--- src/rtl/text_line_drawer_if.sv ---
`default_nettype none
// ============================================================================
// Module      : text_line_drawer_if
// Description : Job bus between text_line_drawer (master) and symbol_drawer
//               (slave). One job = pixel position, symbol code and cursor
//               flags, handed over with a start/ready handshake. The master
//               keeps the job fields stable for the whole job.
// Signals     : sd_start        master->slave  one-cycle job launch
//               sd_ready        slave->master  drawer idle
//               sd_x, sd_y      master->slave  top-left pixel of the cell
//               sd_symbol       master->slave  symbol code
//               sd_cursor_left  master->slave  caret on the cell's left edge
//               sd_cursor_right master->slave  caret on the cell's right edge
// Revision    : 1.0 - initial release
// ============================================================================
interface text_line_drawer_if #(
    parameter int X_WIDTH      = 10,
    parameter int Y_WIDTH      = 9,
    parameter int SYMBOL_WIDTH = 7
);
    logic                    sd_start;
    logic                    sd_ready;
    logic [X_WIDTH-1:0]      sd_x;
    logic [Y_WIDTH-1:0]      sd_y;
    logic [SYMBOL_WIDTH-1:0] sd_symbol;
    logic                    sd_cursor_left;
    logic                    sd_cursor_right;

    modport master (
        output sd_start, sd_x, sd_y, sd_symbol, sd_cursor_left, sd_cursor_right,
        input  sd_ready
    );

    modport slave (
        input  sd_start, sd_x, sd_y, sd_symbol, sd_cursor_left, sd_cursor_right,
        output sd_ready
    );
endinterface
`default_nettype wire

--- src/rtl/text_line_drawer.sv ---
`default_nettype none
// ============================================================================
// Module      : text_line_drawer
// Description : Renders one line of text from a small symbol buffer by
//               issuing one symbol_drawer job per character. The pen moves
//               15 pixels right per symbol; a symbol whose 15x20 cell does
//               not fit on screen ends the line and raises o_clipped.
//               Optional macro TEXT_LINE_DRAWER_WRAP_EN: a symbol that runs
//               off the right edge wraps to x=0 of the next row instead;
//               only the bottom edge then clips.
// Ports       : clk, rst_n        clock, asynchronous active-low reset
//               i_start/o_ready   line request handshake
//               o_done            one-cycle pulse at end of line
//               o_clipped         last line stopped at a screen edge
//               i_origin_x/_y     pixel position of the first symbol
//               i_length          symbols to draw (clamped to MAX_LENGTH)
//               i_cursor_en/_pos  caret enable / caret index
//               o_text_addr       text buffer read address
//               i_text_data       text buffer data (1-cycle sync read)
//               sd                job bus to symbol_drawer (master side)
// Revision    : 1.0 - initial release
// ============================================================================
module text_line_drawer #(
    parameter  int SYMBOL_WIDTH      = 7,
    parameter  int HOR_ACTIVE_PIXELS = 640,
    parameter  int VER_ACTIVE_PIXELS = 480,
    parameter  int MAX_LENGTH        = 32,
    localparam int X_WIDTH           = $clog2(HOR_ACTIVE_PIXELS),
    localparam int Y_WIDTH           = $clog2(VER_ACTIVE_PIXELS),
    localparam int LEN_WIDTH         = $clog2(MAX_LENGTH + 1),
    localparam int ADDR_WIDTH        = $clog2(MAX_LENGTH)
) (
    input  logic                    clk,
    input  logic                    rst_n,
    input  logic                    i_start,
    output logic                    o_ready,
    output logic                    o_done,
    output logic                    o_clipped,
    input  logic [X_WIDTH-1:0]      i_origin_x,
    input  logic [Y_WIDTH-1:0]      i_origin_y,
    input  logic [LEN_WIDTH-1:0]    i_length,
    input  logic                    i_cursor_en,
    input  logic [LEN_WIDTH-1:0]    i_cursor_pos,
    output logic [ADDR_WIDTH-1:0]   o_text_addr,
    input  logic [SYMBOL_WIDTH-1:0] i_text_data,
    text_line_drawer_if.master      sd
);

    localparam logic [2:0] c_IDLE  = 3'd0;
    localparam logic [2:0] c_FETCH = 3'd1;
    localparam logic [2:0] c_WAIT  = 3'd2;
    localparam logic [2:0] c_ISSUE = 3'd3;
    localparam logic [2:0] c_DRAW  = 3'd4;
    localparam logic [2:0] c_DONE  = 3'd5;

    localparam logic [LEN_WIDTH-1:0] c_max_len   = LEN_WIDTH'(MAX_LENGTH);
    localparam logic [LEN_WIDTH-1:0] c_len_one   = LEN_WIDTH'(1);
    localparam logic [X_WIDTH:0]     c_cell_w    = (X_WIDTH+1)'(15);
    localparam logic [X_WIDTH+1:0]   c_cell_w_ex = (X_WIDTH+2)'(15);
    localparam logic [X_WIDTH+1:0]   c_hor_limit = (X_WIDTH+2)'(HOR_ACTIVE_PIXELS);
    localparam logic [Y_WIDTH+1:0]   c_cell_h    = (Y_WIDTH+2)'(20);
    localparam logic [Y_WIDTH+1:0]   c_ver_limit = (Y_WIDTH+2)'(VER_ACTIVE_PIXELS);

    logic [2:0]              r_state;
    logic [LEN_WIDTH-1:0]    r_len;
    logic                    r_cursor_en;
    logic [LEN_WIDTH-1:0]    r_cursor_pos;
    logic [LEN_WIDTH-1:0]    r_idx;
    logic [X_WIDTH:0]        r_cur_x;
    logic [Y_WIDTH:0]        r_cur_y;
    logic                    r_clipped;
    logic                    r_draw_first;
    logic [X_WIDTH-1:0]      r_sd_x;
    logic [Y_WIDTH-1:0]      r_sd_y;
    logic [SYMBOL_WIDTH-1:0] r_sd_symbol;
    logic                    r_sd_cursor_left;
    logic                    r_sd_cursor_right;

    logic [LEN_WIDTH-1:0]    w_len_clamped;
    logic [LEN_WIDTH-1:0]    w_idx_next;
    logic                    w_x_fail;
    logic [Y_WIDTH+1:0]      w_y_base;
    logic [X_WIDTH:0]        w_x_eff;
    logic [Y_WIDTH+1:0]      w_y_eff;
    logic                    w_y_fail;
    logic                    w_clip;

    assign w_len_clamped = (i_length > c_max_len) ? c_max_len : i_length;
    assign w_idx_next    = r_idx + c_len_one;

    // Pen tests are done one bit wider than the pen so the sums never wrap.
    assign w_x_fail = ({1'b0, r_cur_x} + c_cell_w_ex) > c_hor_limit;
    assign w_y_base = {1'b0, r_cur_y};

`ifdef TEXT_LINE_DRAWER_WRAP_EN
    // A cell hanging off the right edge moves to the start of the next row;
    // the bottom-edge test is applied to that relocated position.
    assign w_x_eff = w_x_fail ? '0 : r_cur_x;
    assign w_y_eff = w_x_fail ? (w_y_base + c_cell_h) : w_y_base;
    assign w_clip  = w_y_fail;
`else
    assign w_x_eff = r_cur_x;
    assign w_y_eff = w_y_base;
    assign w_clip  = w_x_fail | w_y_fail;
`endif

    assign w_y_fail = (w_y_eff + c_cell_h) > c_ver_limit;

    always_ff @(posedge clk or negedge rst_n) begin
        if (!rst_n) begin
            r_state           <= c_IDLE;
            r_len             <= '0;
            r_cursor_en       <= 1'b0;
            r_cursor_pos      <= '0;
            r_idx             <= '0;
            r_cur_x           <= '0;
            r_cur_y           <= '0;
            r_clipped         <= 1'b0;
            r_draw_first      <= 1'b0;
            r_sd_x            <= '0;
            r_sd_y            <= '0;
            r_sd_symbol       <= '0;
            r_sd_cursor_left  <= 1'b0;
            r_sd_cursor_right <= 1'b0;
        end else begin
            case (r_state)
                c_IDLE: begin
                    if (i_start) begin
                        r_len        <= w_len_clamped;
                        r_cursor_en  <= i_cursor_en;
                        r_cursor_pos <= i_cursor_pos;
                        r_idx        <= '0;
                        r_cur_x      <= {1'b0, i_origin_x};
                        r_cur_y      <= {1'b0, i_origin_y};
                        r_clipped    <= 1'b0;
                        r_state      <= c_FETCH;
                    end
                end
                c_FETCH: begin
                    // The read address already equals idx, so the buffer
                    // samples it at the end of this cycle.
                    if (r_idx == r_len) begin
                        r_state <= c_DONE;
                    end else if (w_clip) begin
                        r_clipped <= 1'b1;
                        r_state   <= c_DONE;
                    end else begin
                        r_cur_x <= w_x_eff;
                        r_cur_y <= w_y_eff[Y_WIDTH:0];
                        r_state <= c_WAIT;
                    end
                end
                c_WAIT: begin
                    // Job fields are frozen here and stay put until DRAW exits.
                    r_sd_symbol       <= i_text_data;
                    r_sd_x            <= r_cur_x[X_WIDTH-1:0];
                    r_sd_y            <= r_cur_y[Y_WIDTH-1:0];
                    r_sd_cursor_left  <= r_cursor_en & (r_idx == r_cursor_pos);
                    r_sd_cursor_right <= r_cursor_en & (w_idx_next == r_cursor_pos);
                    r_state           <= c_ISSUE;
                end
                c_ISSUE: begin
                    if (sd.sd_ready) begin
                        r_draw_first <= 1'b1;
                        r_state      <= c_DRAW;
                    end
                end
                c_DRAW: begin
                    // The drawer's ready is still high in the cycle right
                    // after the launch, so that cycle is not trusted.
                    r_draw_first <= 1'b0;
                    if (!r_draw_first && sd.sd_ready) begin
                        r_idx   <= w_idx_next;
                        r_cur_x <= r_cur_x + c_cell_w;
                        r_state <= c_FETCH;
                    end
                end
                c_DONE: begin
                    r_state <= c_IDLE;
                end
                default: begin
                    r_state <= c_IDLE;
                end
            endcase
        end
    end

    assign o_ready     = (r_state == c_IDLE);
    assign o_done      = (r_state == c_DONE);
    assign o_clipped   = r_clipped;
    assign o_text_addr = r_idx[ADDR_WIDTH-1:0];

    assign sd.sd_start        = (r_state == c_ISSUE) & sd.sd_ready;
    assign sd.sd_x            = r_sd_x;
    assign sd.sd_y            = r_sd_y;
    assign sd.sd_symbol       = r_sd_symbol;
    assign sd.sd_cursor_left  = r_sd_cursor_left;
    assign sd.sd_cursor_right = r_sd_cursor_right;

endmodule
`default_nettype wire

--- src/flat_wrapper.sv ---
// flat-port wrapper written by rule: the top's interface ports become plain ports
module text_line_drawer_flat 
#(
    parameter  int SYMBOL_WIDTH      = 7,
    parameter  int HOR_ACTIVE_PIXELS = 640,
    parameter  int VER_ACTIVE_PIXELS = 480,
    parameter  int MAX_LENGTH        = 32,
    localparam int X_WIDTH           = $clog2(HOR_ACTIVE_PIXELS),
    localparam int Y_WIDTH           = $clog2(VER_ACTIVE_PIXELS),
    localparam int LEN_WIDTH         = $clog2(MAX_LENGTH + 1),
    localparam int ADDR_WIDTH        = $clog2(MAX_LENGTH)
)
  (clk, rst_n, i_start, o_ready, o_done, o_clipped, i_origin_x, i_origin_y, i_length, i_cursor_en, i_cursor_pos, o_text_addr, i_text_data, sd_sd_start, sd_sd_x, sd_sd_y, sd_sd_symbol, sd_sd_cursor_left, sd_sd_cursor_right, sd_sd_ready);
  text_line_drawer_if #(.X_WIDTH((10)), .Y_WIDTH((9)), .SYMBOL_WIDTH(SYMBOL_WIDTH)) sd_i ();
  input  logic clk;
  input  logic rst_n;
  input  logic i_start;
  output logic o_ready;
  output logic o_done;
  output logic o_clipped;
  input  logic [X_WIDTH-1:0] i_origin_x;
  input  logic [Y_WIDTH-1:0] i_origin_y;
  input  logic [LEN_WIDTH-1:0] i_length;
  input  logic i_cursor_en;
  input  logic [LEN_WIDTH-1:0] i_cursor_pos;
  output logic [ADDR_WIDTH-1:0] o_text_addr;
  input  logic [SYMBOL_WIDTH-1:0] i_text_data;
  output wire logic [$bits(sd_i.sd_start)-1:0] sd_sd_start;
  output wire logic [$bits(sd_i.sd_x)-1:0] sd_sd_x;
  output wire logic [$bits(sd_i.sd_y)-1:0] sd_sd_y;
  output wire logic [$bits(sd_i.sd_symbol)-1:0] sd_sd_symbol;
  output wire logic [$bits(sd_i.sd_cursor_left)-1:0] sd_sd_cursor_left;
  output wire logic [$bits(sd_i.sd_cursor_right)-1:0] sd_sd_cursor_right;
  input wire logic [$bits(sd_i.sd_ready)-1:0] sd_sd_ready;
  assign sd_sd_start = sd_i.sd_start;
  assign sd_sd_x = sd_i.sd_x;
  assign sd_sd_y = sd_i.sd_y;
  assign sd_sd_symbol = sd_i.sd_symbol;
  assign sd_sd_cursor_left = sd_i.sd_cursor_left;
  assign sd_sd_cursor_right = sd_i.sd_cursor_right;
  assign sd_i.sd_ready = sd_sd_ready;
  text_line_drawer #(.SYMBOL_WIDTH(SYMBOL_WIDTH), .HOR_ACTIVE_PIXELS(HOR_ACTIVE_PIXELS), .VER_ACTIVE_PIXELS(VER_ACTIVE_PIXELS), .MAX_LENGTH(MAX_LENGTH)) u_core (.clk(clk), .rst_n(rst_n), .i_start(i_start), .o_ready(o_ready), .o_done(o_done), .o_clipped(o_clipped), .i_origin_x(i_origin_x), .i_origin_y(i_origin_y), .i_length(i_length), .i_cursor_en(i_cursor_en), .i_cursor_pos(i_cursor_pos), .o_text_addr(o_text_addr), .i_text_data(i_text_data), .sd(sd_i));
endmodule
--- config.mk ---
export PLATFORM = sky130hd
export DESIGN_NAME = text_line_drawer_flat
export DESIGN_NICKNAME = d
export VERILOG_FILES = /design/src/rtl/text_line_drawer_if.sv /design/src/rtl/text_line_drawer.sv /design/src/flat_wrapper.sv
export SDC_FILE = /design/constraint.sdc
export NUM_CORES = 1
export LEC_CHECK = 0
export CORE_AREA = 2 2 91 93
export DETAILED_ROUTE_END_ITERATION = 16
export DIE_AREA = 0 0 93 95
export PLACE_DENSITY = 0.73
export RECOVER_POWER = 25
export SYNTH_ARGS = -nofsm -noshare
export SYNTH_HDL_FRONTEND = slang
export SYNTH_SLANG_ARGS = --single-unit
--- constraint.sdc ---
create_clock -name clk -period 4.2 [get_ports clk]
set_clock_uncertainty 0.2 [all_clocks]
set_input_delay 0.63 -clock clk [delete_from_list [all_inputs] [get_ports clk]]
set_output_delay 0.63 -clock clk [all_outputs]
set_load 0.02 [all_outputs]
==> metrics.csv, run 1 <==
stage,metric,value,unit
yosys,synthCells,364,
final_layout,layoutNonFillerInstCount,544,
pwr,pwr-share-comb,42.8,%
sta,worst_slew_pin_slew,1190,ps
drt,drt_first_iter_violations,128,
drt,vias,2904,
floorplan,dieArea,8840,µm²
pwr,p_per_area,697,nW/µm²
yosys,synth.distinct_cells,55,
pwr,power.share.clock,17.4,%
worst_setup_path,worstPathRequired,3370,ps
yosys,synth-edff-count,0,
pwr,intPower,1930,µW
placement,hpwl,5.56,mm
pwr,p_switching,1270,µW
grt,grt_max_degree,51,
clock_tree,numCtsBuffers,9,
min_path,hp-class,input pin to async pin,
floorplan,rows,33,
sta,relSlewSlack,20.4,%
grt,grt-ovfl-total,0,
clock_tree,post_cts_buffers,0,
yosys,seq_area_frac_synth,50.5,%
placement,placedCellCount,528,
worst_setup_path,crit_path_start_kind,input pin,
outcome,outcome,finished clean,
worst_setup_path,arrival,2110,ps
drt,ant_nets,0,
sta,period_share,70.1,%
clock_tree,path_clk_slew,80,ps
worst_setup_path,critPathKind,input pin to primary output,
placement,placed_area,4400,µm²
sta,drv_slew,0,
placement,place.gp.congestion,0.817,
clock_tree,max-clock-path-buffers,2,
grt,antenna_found_initial,0,
sta,max_freq,0.340,GHz
worst_setup_path,endpoint_kind,primary output,
grt,grt_pass1_wl,13.5,mm
grt,grt.total_usage,19.4,%
placement,portBuffers,79,
yosys,yosysWarnings,0,
clock_tree,htreeDepth,3,
clock_tree,cts_tree,done,
clock_tree,cts.sinks,72,
clock_tree,ctsResizeCount,0,
sta,fin_setup_tns,0,ps
final_layout,area_growth_syn_to_layout,28.9,%
run,max-cap-violations,0,
floorplan,io_pins,80,
clock_tree,worstSkewPairLatency,360,ps
sta,setup_violations,0,
pwr,ir_drop,409,µV
worst_setup_path,reg2reg_depth,7,
yosys,async_flop_share,100,%
yosys,syn_area_per_cell,9.79,µm²
drt,routed_wl,7.84,mm
final_layout,nets,480,
final_layout,drive_gt1_share,8.20,%
floorplan,dieWidth,93,µm
final_layout,antennaDiodeCount,0,
drt,first_pass_iters,5,
drt,viasPerCell,5.34,
grt,grt_pass1_vias,2922,
yosys,synth_area,3560,µm²
pwr,power_leakage,0.00202,µW
worst_setup_path,crit_fanout,5,
floorplan,initial_core_util,45.0,%
pwr,swShare,39.6,%
drt,drc_errors,0,
clock_tree,ctsRootBufferMaster,clkbuf_8,
final_layout,fin_area,4600,µm²
sta,fin_crit,2940,ps
pwr,report.power.total,3200,µW
yosys,ys_seq_elements,72,
floorplan,dieHeight,95,µm
final_layout,fin_util,58.0,%
sta,rsz0062_at_grt,no,
floorplan,core-area,7930,µm²
clock_tree,cts_hold_buf,0,
sta,hold_viol_final,0,
yosys,synth_ff_type,dfrtp_1,
yosys,synth_nets,410,
drt,drt-wirelength-per-cell,14.4,µm
pwr,seqPwrFrac,39.8,%
-- registers in the layout, summed over array words and instances, names as in the netlist, 6 cells and up --
signal               cells
u_core.r_cur_x          11
u_core.sd.sd_x          10
u_core.r_cur_y           9
u_core.sd.sd_y           9
u_core.sd.sd_symbol      7
u_core.r_cursor_pos      6
u_core.r_idx             6
u_core.r_len             6
-- critical path, stage by stage --
cell and delay [ps]:
dlygate4sd3_1 610, nand3_1 140, nor2_1 130, clkdlybuf4s50_1 610
-- layer usage --
layer	wire length [µm]	GRT usage, %	up-vias
met1	3430	24.1	1404
li1	-	-	1405
met2	3820	32.9	86
met3	530	5.83	9
met4	61	6.00	0
met5	0	0	-
-- logic make-up (layout without fill, tap and decap cells) --
family	count (synthesis)	count (layout)	synth area share [%]
muxes	25	25	7.90
buffers and inverters	29	104	3.72
AOI/OAI and AO/OA	66	66	12.0
adders and majority gates	3	3	1.05
and+or+nand+nor	149	149	19.9
xor gates and xnor gates	20	20	4.91
DFF	72	72	50.5
-- per-stage QoR --
step                hold slack (ps)  setup WS (ps)
detailed placement              277           1320
floorplan                       134           1900
global placement                273           1340
CTS                            42.1           1320
global route                    298           1150
finish                          285           1260
-- Yosys cell counts, drive strengths merged, types with 5 or more instances --
cell type | instances | area, µm²
inv | 5 | 18.8
a21oi | 14 | 70.1
xor2 | 12 | 105
nand3b | 6 | 45.0
nand3 | 6 | 30.0
dfrtp | 72 | 1800
clkbuf | 13 | 48.8
nand2 | 80 | 300
nor2 | 22 | 82.6
xnor2 | 8 | 70.1
buf | 11 | 65.1
nand4 | 6 | 37.5
nand2b | 5 | 31.3
o21ai | 22 | 110
mux2 | 25 | 282
-- layout make-up --
| class | count | area (µm²) |
|---|---|---|
| flip-flops and latches | 72 | 1800 |
| multi-input cells | 263 | 1630 |
| fillers | 722 | 3330 |
| clock inverters | 7 | 77.6 |
| clock buffers | 9 | 124 |
| repair buffers | 83 | 812 |
| inverters | 5 | 18.8 |
| well taps | 105 | 131 |
-- cell usage in the layout, fill, tap and decap left out, types with 5 or more instances in the layout --
master	count
nand3b_1	6
clkbuf_8	9
dfrtp_1	72
nand2_1	80
clkdlybuf4s50_1	77
nor2_1	22
nand4_1	6
nand3_1	6
mux2_2	10
o21ai_1	9
xnor2_1	8
mux2_1	15
o21ai_0	13
nand2b_1	5
a21oi_1	14
xor2_1	12
inv_1	5
-- power by group through the flow --
stage | clock network (µW) | logic [µW] | registers, µW
after global placement | 0 | 1350 | 1270
after floorplan | 0 | 791 | 1340
final | 557 | 1370 | 1270
after CTS | 572 | 1390 | 1270
after detailed placement | 0 | 1380 | 1290
after global routing | 603 | 1520 | 1330
-- path summary, 6_finish.rpt --
path | start | endpoint | slack (ps)
worst max-delay path | sd_sd_ready | sd_sd_start | 1260
worst min-delay path | rst_n | u_core.r_idx[0]$_DFFE_PN0P_ | 280
worst max register to register | u_core.r_cur_x[1]$_DFFE_PN0P_ | u_core.r_state[1]$_DFFE_PN0P_ | 1670
worst min register to register | u_core.sd.sd_x[7]$_DFFE_PN0P_ | u_core.sd.sd_x[7]$_DFFE_PN0P_ | 290
max in group asynchronous | rst_n | u_core.sd.sd_symbol[0]$_DFFE_PN0P_ | 1740
min in group clk | u_core.sd.sd_x[7]$_DFFE_PN0P_ | u_core.sd.sd_x[7]$_DFFE_PN0P_ | 290
No activity file was read; power rests on OpenSTA's default activity.
==> inputs of run 2 (changes only) <==
--- a/config.mk
+++ b/config.mk
@@ -5,10 +5,10 @@
 export SDC_FILE = /design/constraint.sdc
 export NUM_CORES = 1
 export LEC_CHECK = 0
-export CORE_AREA = 2 2 91 93
+export CORE_AREA = 2 2 92 94
 export DETAILED_ROUTE_END_ITERATION = 16
-export DIE_AREA = 0 0 93 95
-export PLACE_DENSITY = 0.73
+export DIE_AREA = 0 0 94 96
+export PLACE_DENSITY = 0.75
 export RECOVER_POWER = 25
 export SYNTH_ARGS = -nofsm -noshare
 export SYNTH_HDL_FRONTEND = slang
==> constraint.sdc (replaced) <==
create_clock -name clk -period 2.49 [get_ports clk]
set_clock_uncertainty 0.2 [all_clocks]
set_input_delay 0.3735 -clock clk [delete_from_list [all_inputs] [get_ports clk]]
set_output_delay 0.3735 -clock clk [all_outputs]
set_load 0.02 [all_outputs]
==> metrics.csv, run 2 (same netlist as run 1, synthesis figures left out) <==
stage,metric,value,unit
clock_tree,path_clk_slew,70,ps
drt,ant_nets,0,
floorplan,dieWidth,94,µm
clock_tree,ctsRootBufferMaster,clkbuf_8,
grt,grt-ovfl-total,0,
floorplan,rows,33,
floorplan,initial_core_util,44.3,%
final_layout,largest_register_ffs,11,
final_layout,top_register,u_core.r_cur_x,
sta,setup_violations,0,
worst_setup_path,endpoint_kind,primary output,
outcome,outcome,finished clean,
grt,antenna_found_initial,0,
grt,grt_pass1_vias,2875,
worst_setup_path,crit_slowest_cell,clkdlybuf4s50_1,
worst_setup_path,crit_family,buffers and inverters,
worst_setup_path,arrival,1800,ps
worst_setup_path,crit_path_start_kind,flip-flop,
floorplan,core-area,8050,µm²
run,max-cap-violations,0,
clock_tree,max-clock-path-buffers,2,
final_layout,regArea,1800,µm²
final_layout,fillCellCount,693,
placement,hpwl,6.03,mm
grt,grt_max_degree,73,
min_path,hp-class,flip-flop to flip-flop,
clock_tree,cts_tree,done,
worst_setup_path,crit_buf_inv,1,
drt,routed_wl,8.32,mm
worst_setup_path,crit_fanout,12,
final_layout,layout_commonest_cell,nand2_1,
sta,period_share,95.3,%
sta,relSlewSlack,34.8,%
grt,grt_pass1_wl,13.8,mm
final_layout,drive_gt1_share,11.1,%
worst_setup_path,critPathKind,flip-flop to primary output,
drt,viasPerCell,5.30,
final_layout,final_cell_mix,"nand2_1 (80), clkdlybuf4s50_1 (78), dfrtp_1 (71)",
final_layout,fin_util,58.7,%
clock_tree,numCtsBuffers,9,
drt,drt-wirelength-per-cell,15.0,µm
final_layout,layoutNonFillerInstCount,554,
sta,max_freq,0.421,GHz
worst_setup_path,worstPathRequired,1920,ps
final_layout,nets,492,
floorplan,dieHeight,96,µm
sta,fin_setup_tns,0,ps
placement,portBuffers,79,
sta,hold_viol_final,0,
drt,vias,2938,
worst_setup_path,crit_chain,nand3_1 -> nor2_1 -> clkdlybuf4s50_1,
grt,grt.total_usage,19.8,%
placement,placedCellCount,539,
sta,worst_slew_pin_slew,978,ps
worst_setup_path,cpPeakStageDelay,610,ps
placement,place.gp.congestion,0.877,
floorplan,dieArea,9020,µm²
sta,fin_crit,2370,ps
clock_tree,cts.sinks,72,
drt,first_pass_iters,4,
final_layout,area_growth_syn_to_layout,32.6,%
pwr,report.power.total,5630,µW
floorplan,io_pins,80,
drt,drt_first_iter_violations,131,
pwr,p_per_area,1190,nW/µm²
pwr,ir_drop,652,µV
sta,drv_slew,0,
final_layout,multiInputGateArea,1660,µm²
drt,drc_errors,0,
clock_tree,worstSkewPairLatency,350,ps
pwr,power_leakage,0.00210,µW
sta,rsz0062_at_grt,no,
final_layout,antennaDiodeCount,0,
clock_tree,htreeDepth,3,
==> run 2: layout make-up <==
class / count / share of cell area (%)
inverter: 5 / 0.397
multi-input combinational: 263 / 35.1
sequential: 72 / 38.1
timing repair buffer: 95 / 19.2
tap: 105 / 2.78
clock inverter: 4 / 1.48
clock buffer: 10 / 2.91
==> run 2: worst reg2reg max path: stages, from the launching register on <==
cell and delay [ps]:
dfrtp_2 450, inv_2 110, ha_4 160, or3b_4 420, o41ai_4 340, a32oi_1 80
a41o_2 280, a31o_1 210
==> run 2: worst paths after layout <==
check | startpoint | to | slack (ps) | cells after the start
setup / recovery | u_core.r_state[0]$_DFFE_PN0P_ | sd_sd_start | 120 | 3
hold / removal | u_core.r_len[2]$_DFFE_PN0P_ | u_core.r_len[2]$_DFFE_PN0P_ | 290 | 2
setup reg to reg | u_core.r_cur_x[1]$_DFFE_PN0P_ | u_core.r_state[1]$_DFFE_PN0P_ | 120 | 7
hold reg to reg | u_core.r_len[2]$_DFFE_PN0P_ | u_core.r_len[2]$_DFFE_PN0P_ | 290 | 2
max in group asynchronous | rst_n | u_core.r_cur_x[1]$_DFFE_PN0P_ | 780 | 3
min in group asynchronous | rst_n | u_core.r_cursor_en$_DFFE_PN0P_ | 630 | 3
==> run 2: what timing repair did <==
| action | in CTS | in global routing |
|---|---|---|
| hold buffers | 1 | 0 |
| endpoints found under the setup margin | 0 | 5 |
| setup buffers | 0 | 0 |
| resized for setup | 0 | 6 |
| endpoints found under the hold margin | 72 | 0 |
==> run 2: routing by layer <==
layer  vias up  part of all wire [%]  global-route usage [%]
li1       1421                     -                       -
met2        77                    46                    30.9
met4         0                   1.5                    8.45
met5         -                     0                       0
met3         9                   6.0                    5.17
met1      1431                    46                    26.3
==> run 2: through the flow <==
| stage | hold WS [ps] | setup WS (ps) | area [µm²] |
|---|---|---|---|
| 3_5_place_dp | 236 | 41.6 | 4490 |
| 3_3_place_gp | 231 | 120 | 4490 |
| 5_1_grt | 306 | 29.9 | 4730 |
| 4_1_cts | 295 | 25.4 | 4710 |
| 2_1_floorplan | -122 | 190 | 3560 |
| 6_report | 291 | 116 | 4730 |
==> run 2: report_power, final <==
group	total (µW)	internal, µW	switching [µW]
Combinational	2500	1210	1280
Clock	988	577	411
Sequential	2140	1670	467
==> inputs of run 3 (changes only) <==
--- a/config.mk
+++ b/config.mk
@@ -5,10 +5,10 @@
 export SDC_FILE = /design/constraint.sdc
 export NUM_CORES = 1
 export LEC_CHECK = 0
-export CORE_AREA = 2 2 92 94
+export CORE_AREA = 2 2 91 93
 export DETAILED_ROUTE_END_ITERATION = 16
-export DIE_AREA = 0 0 94 96
-export PLACE_DENSITY = 0.75
+export DIE_AREA = 0 0 93 95
+export PLACE_DENSITY = 0.73
 export RECOVER_POWER = 25
 export SYNTH_ARGS = -nofsm -noshare
 export SYNTH_HDL_FRONTEND = slang
==> constraint.sdc (replaced) <==
create_clock -name clk -period 2.68 [get_ports clk]
set_clock_uncertainty 0.2 [all_clocks]
set_input_delay 0.402 -clock clk [delete_from_list [all_inputs] [get_ports clk]]
set_output_delay 0.402 -clock clk [all_outputs]
set_load 0.02 [all_outputs]
==> metrics.csv, run 3 (same netlist as run 1, synthesis figures left out) <==
stage,metric,value,unit
final_layout,fillCellCount,675,
min_path,hp-class,flip-flop to flip-flop,
worst_setup_path,cpPeakStageDelay,450,ps
pwr,p_switching,1980,µW
pwr,seqPwrFrac,39.0,%
final_layout,fin_util,59.0,%
pwr,swShare,38.3,%
worst_setup_path,endpoint_kind,flip-flop,
drt,vias,2921,
floorplan,io_pins,80,
final_layout,top_register,u_core.r_cur_x,
placement,place.gp.congestion,0.855,
grt,grt.total_usage,19.5,%
worst_setup_path,crit_slowest_cell,dfrtp_1,
final_layout,layoutNonFillerInstCount,551,
worst_setup_path,timing.rr.start,u_core.r_cur_x[0]$_DFFE_PN0P_,
worst_setup_path,reg2reg_depth,7,
sta,drv_slew,0,
clock_tree,max-clock-path-buffers,2,
floorplan,initial_core_util,45.0,%
worst_setup_path,rr_endpoint,u_core.r_state[2]$_DFFE_PN0P_,
clock_tree,htreeDepth,3,
clock_tree,numCtsBuffers,9,
sta,worst_slew_pin_slew,898,ps
drt,first_pass_iters,4,
final_layout,antennaDiodeCount,0,
floorplan,rows,33,
placement,portBuffers,79,
sta,max_freq,0.390,GHz
grt,grt_max_degree,38,
drt,drc_errors,0,
placement,hpwl,5.87,mm
min_path,min_to,u_core.sd.sd_x[7]$_DFFE_PN0P_,
worst_setup_path,critPathKind,flip-flop to flip-flop,
placement,dp_slack,179,ps
sta,fin_setup_tns,0,ps
worst_setup_path,crit_path_start_kind,flip-flop,
min_path,whs_path_depth,1,
final_layout,area_growth_syn_to_layout,31.2,%
sta,setup_violations,0,
pwr,ir_drop,710,µV
grt,grt-ovfl-total,0,
drt,ant_nets,0,
sta,fin_ws,119,ps
sta,fin_crit,2560,ps
drt,routed_wl,8.06,mm
worst_setup_path,arrival,2580,ps
floorplan,core-area,7930,µm²
worst_setup_path,crit_chain,inv_1 -> ha_1 -> nor3b_2 -> nor3_1 -> mux2_2 -> nor4b_1 -> a21oi_1,
drt,viasPerCell,5.30,
worst_setup_path,crit_buf_inv,1,
min_path,worstHoldStart,u_core.sd.sd_x[7]$_DFFE_PN0P_,
pwr,power_leakage,0.00207,µW
grt,grt_pass1_vias,2980,
clock_tree,cts.sinks,72,
clock_tree,post_cts_buffers,0,
floorplan,dieArea,8840,µm²
pwr,intPower,3190,µW
sta,holdWs,292,ps
worst_setup_path,worstPathRequired,2690,ps
final_layout,multiInputGateArea,1630,µm²
final_layout,drive_gt1_share,9.42,%
final_layout,nets,487,
final_layout,regArea,1800,µm²
final_layout,largest_register_ffs,11,
floorplan,dieHeight,95,µm
placement,placedCellCount,534,
outcome,outcome,finished clean,
pwr,power.share.clock,18.9,%
run,max-cap-violations,0,
drt,drt_first_iter_violations,150,
pwr,p_per_area,1110,nW/µm²
worst_setup_path,crit_family,simple AND/OR/NAND/NOR gates,
grt,grt_pass1_wl,13.7,mm
clock_tree,cts_tree,done,
sta,hold_viol_final,0,
clock_tree,path_clk_slew,80,ps
drt,drt-wirelength-per-cell,14.6,µm
clock_tree,worstSkewPairLatency,340,ps
floorplan,dieWidth,93,µm
worst_setup_path,ff2ff_setup_slack,120,ps
pwr,pwr-share-comb,42.2,%
grt,antenna_found_initial,0,
final_layout,layout_commonest_cell,nand2_1,
worst_setup_path,crit_fanout,7,
sta,period_share,95.6,%
sta,relSlewSlack,40.1,%
sta,rsz0062_at_grt,no,
clock_tree,ctsRootBufferMaster,clkbuf_8,
final_layout,final_cell_mix,"nand2_1 (80), clkdlybuf4s50_1 (77), dfrtp_1 (72)",
-- run 3: how the worst max path moves through the flow --
| stage | startpoint | to | cells after the start |
|---|---|---|---|
| floorplan | u_core.r_cur_x[0]$_DFFE_PN0P_ | u_core.r_state[1]$_DFFE_PN0P_ | 7 |
| global placement | sd_sd_ready | sd_sd_start | 4 |
| detailed placement | u_core.r_cur_x[0]$_DFFE_PN0P_ | u_core.r_state[2]$_DFFE_PN0P_ | 7 |
| CTS | u_core.r_cur_x[0]$_DFFE_PN0P_ | u_core.r_state[2]$_DFFE_PN0P_ | 7 |
| global route | u_core.r_cur_x[0]$_DFFE_PN0P_ | u_core.r_state[2]$_DFFE_PN0P_ | 7 |
| finish | u_core.r_cur_x[0]$_DFFE_PN0P_ | u_core.r_state[2]$_DFFE_PN0P_ | 7 |
-- run 3: through the flow --
stage                     power, µW  area, µm²
after floorplan                3340       3560
after global placement         4150       4440
after detailed placement       4220       4440
after CTS                      5220       4680
after global routing           5550       4680
final                          5170       4680
-- run 3: repair_timing --
item                      4_1_cts  5_1_grt
gates resized for setup         0        0
hold endpoints to repair       72        0
hold buffers                    1        0
-- run 3: power by group through the flow --
stage | Sequential (µW) | Combinational, µW | Clock [µW]
floorplan | 2100 | 1240 | 0
global placement | 2000 | 2150 | 0
detailed placement | 2030 | 2200 | 0
CTS | 2010 | 2210 | 1000
global route | 2090 | 2410 | 1050
finish | 2010 | 2180 | 976
-- run 3: final cells by class --
class | count | area share, %
Clock buffer | 11 | 3.24
Clock inverter | 5 | 1.69
Inverter | 5 | 0.401
Multi-Input combinational cell | 263 | 34.9
Sequential cell | 72 | 38.5
Tap cell | 105 | 2.81
Timing Repair Buffer | 90 | 18.5
-- run 3: routing by layer --
metal | vias to the layer above | global-route usage, % | share of wire, %
met1 | 1399 | 25.3 | 46
met4 | 0 | 8.33 | 1.3
met5 | - | 0 | 0
met2 | 88 | 31.9 | 47
met3 | 13 | 4.07 | 5.5
li1 | 1421 | - | -
-- run 3: worst reg2reg max path, cell delays in order (launching register included) --
cell and delay (ps):
dfrtp_1 450, inv_1 120, ha_1 270, nor3b_2 220, nor3_1 360, mux2_2 400
nor4b_1 310, a21oi_1 110
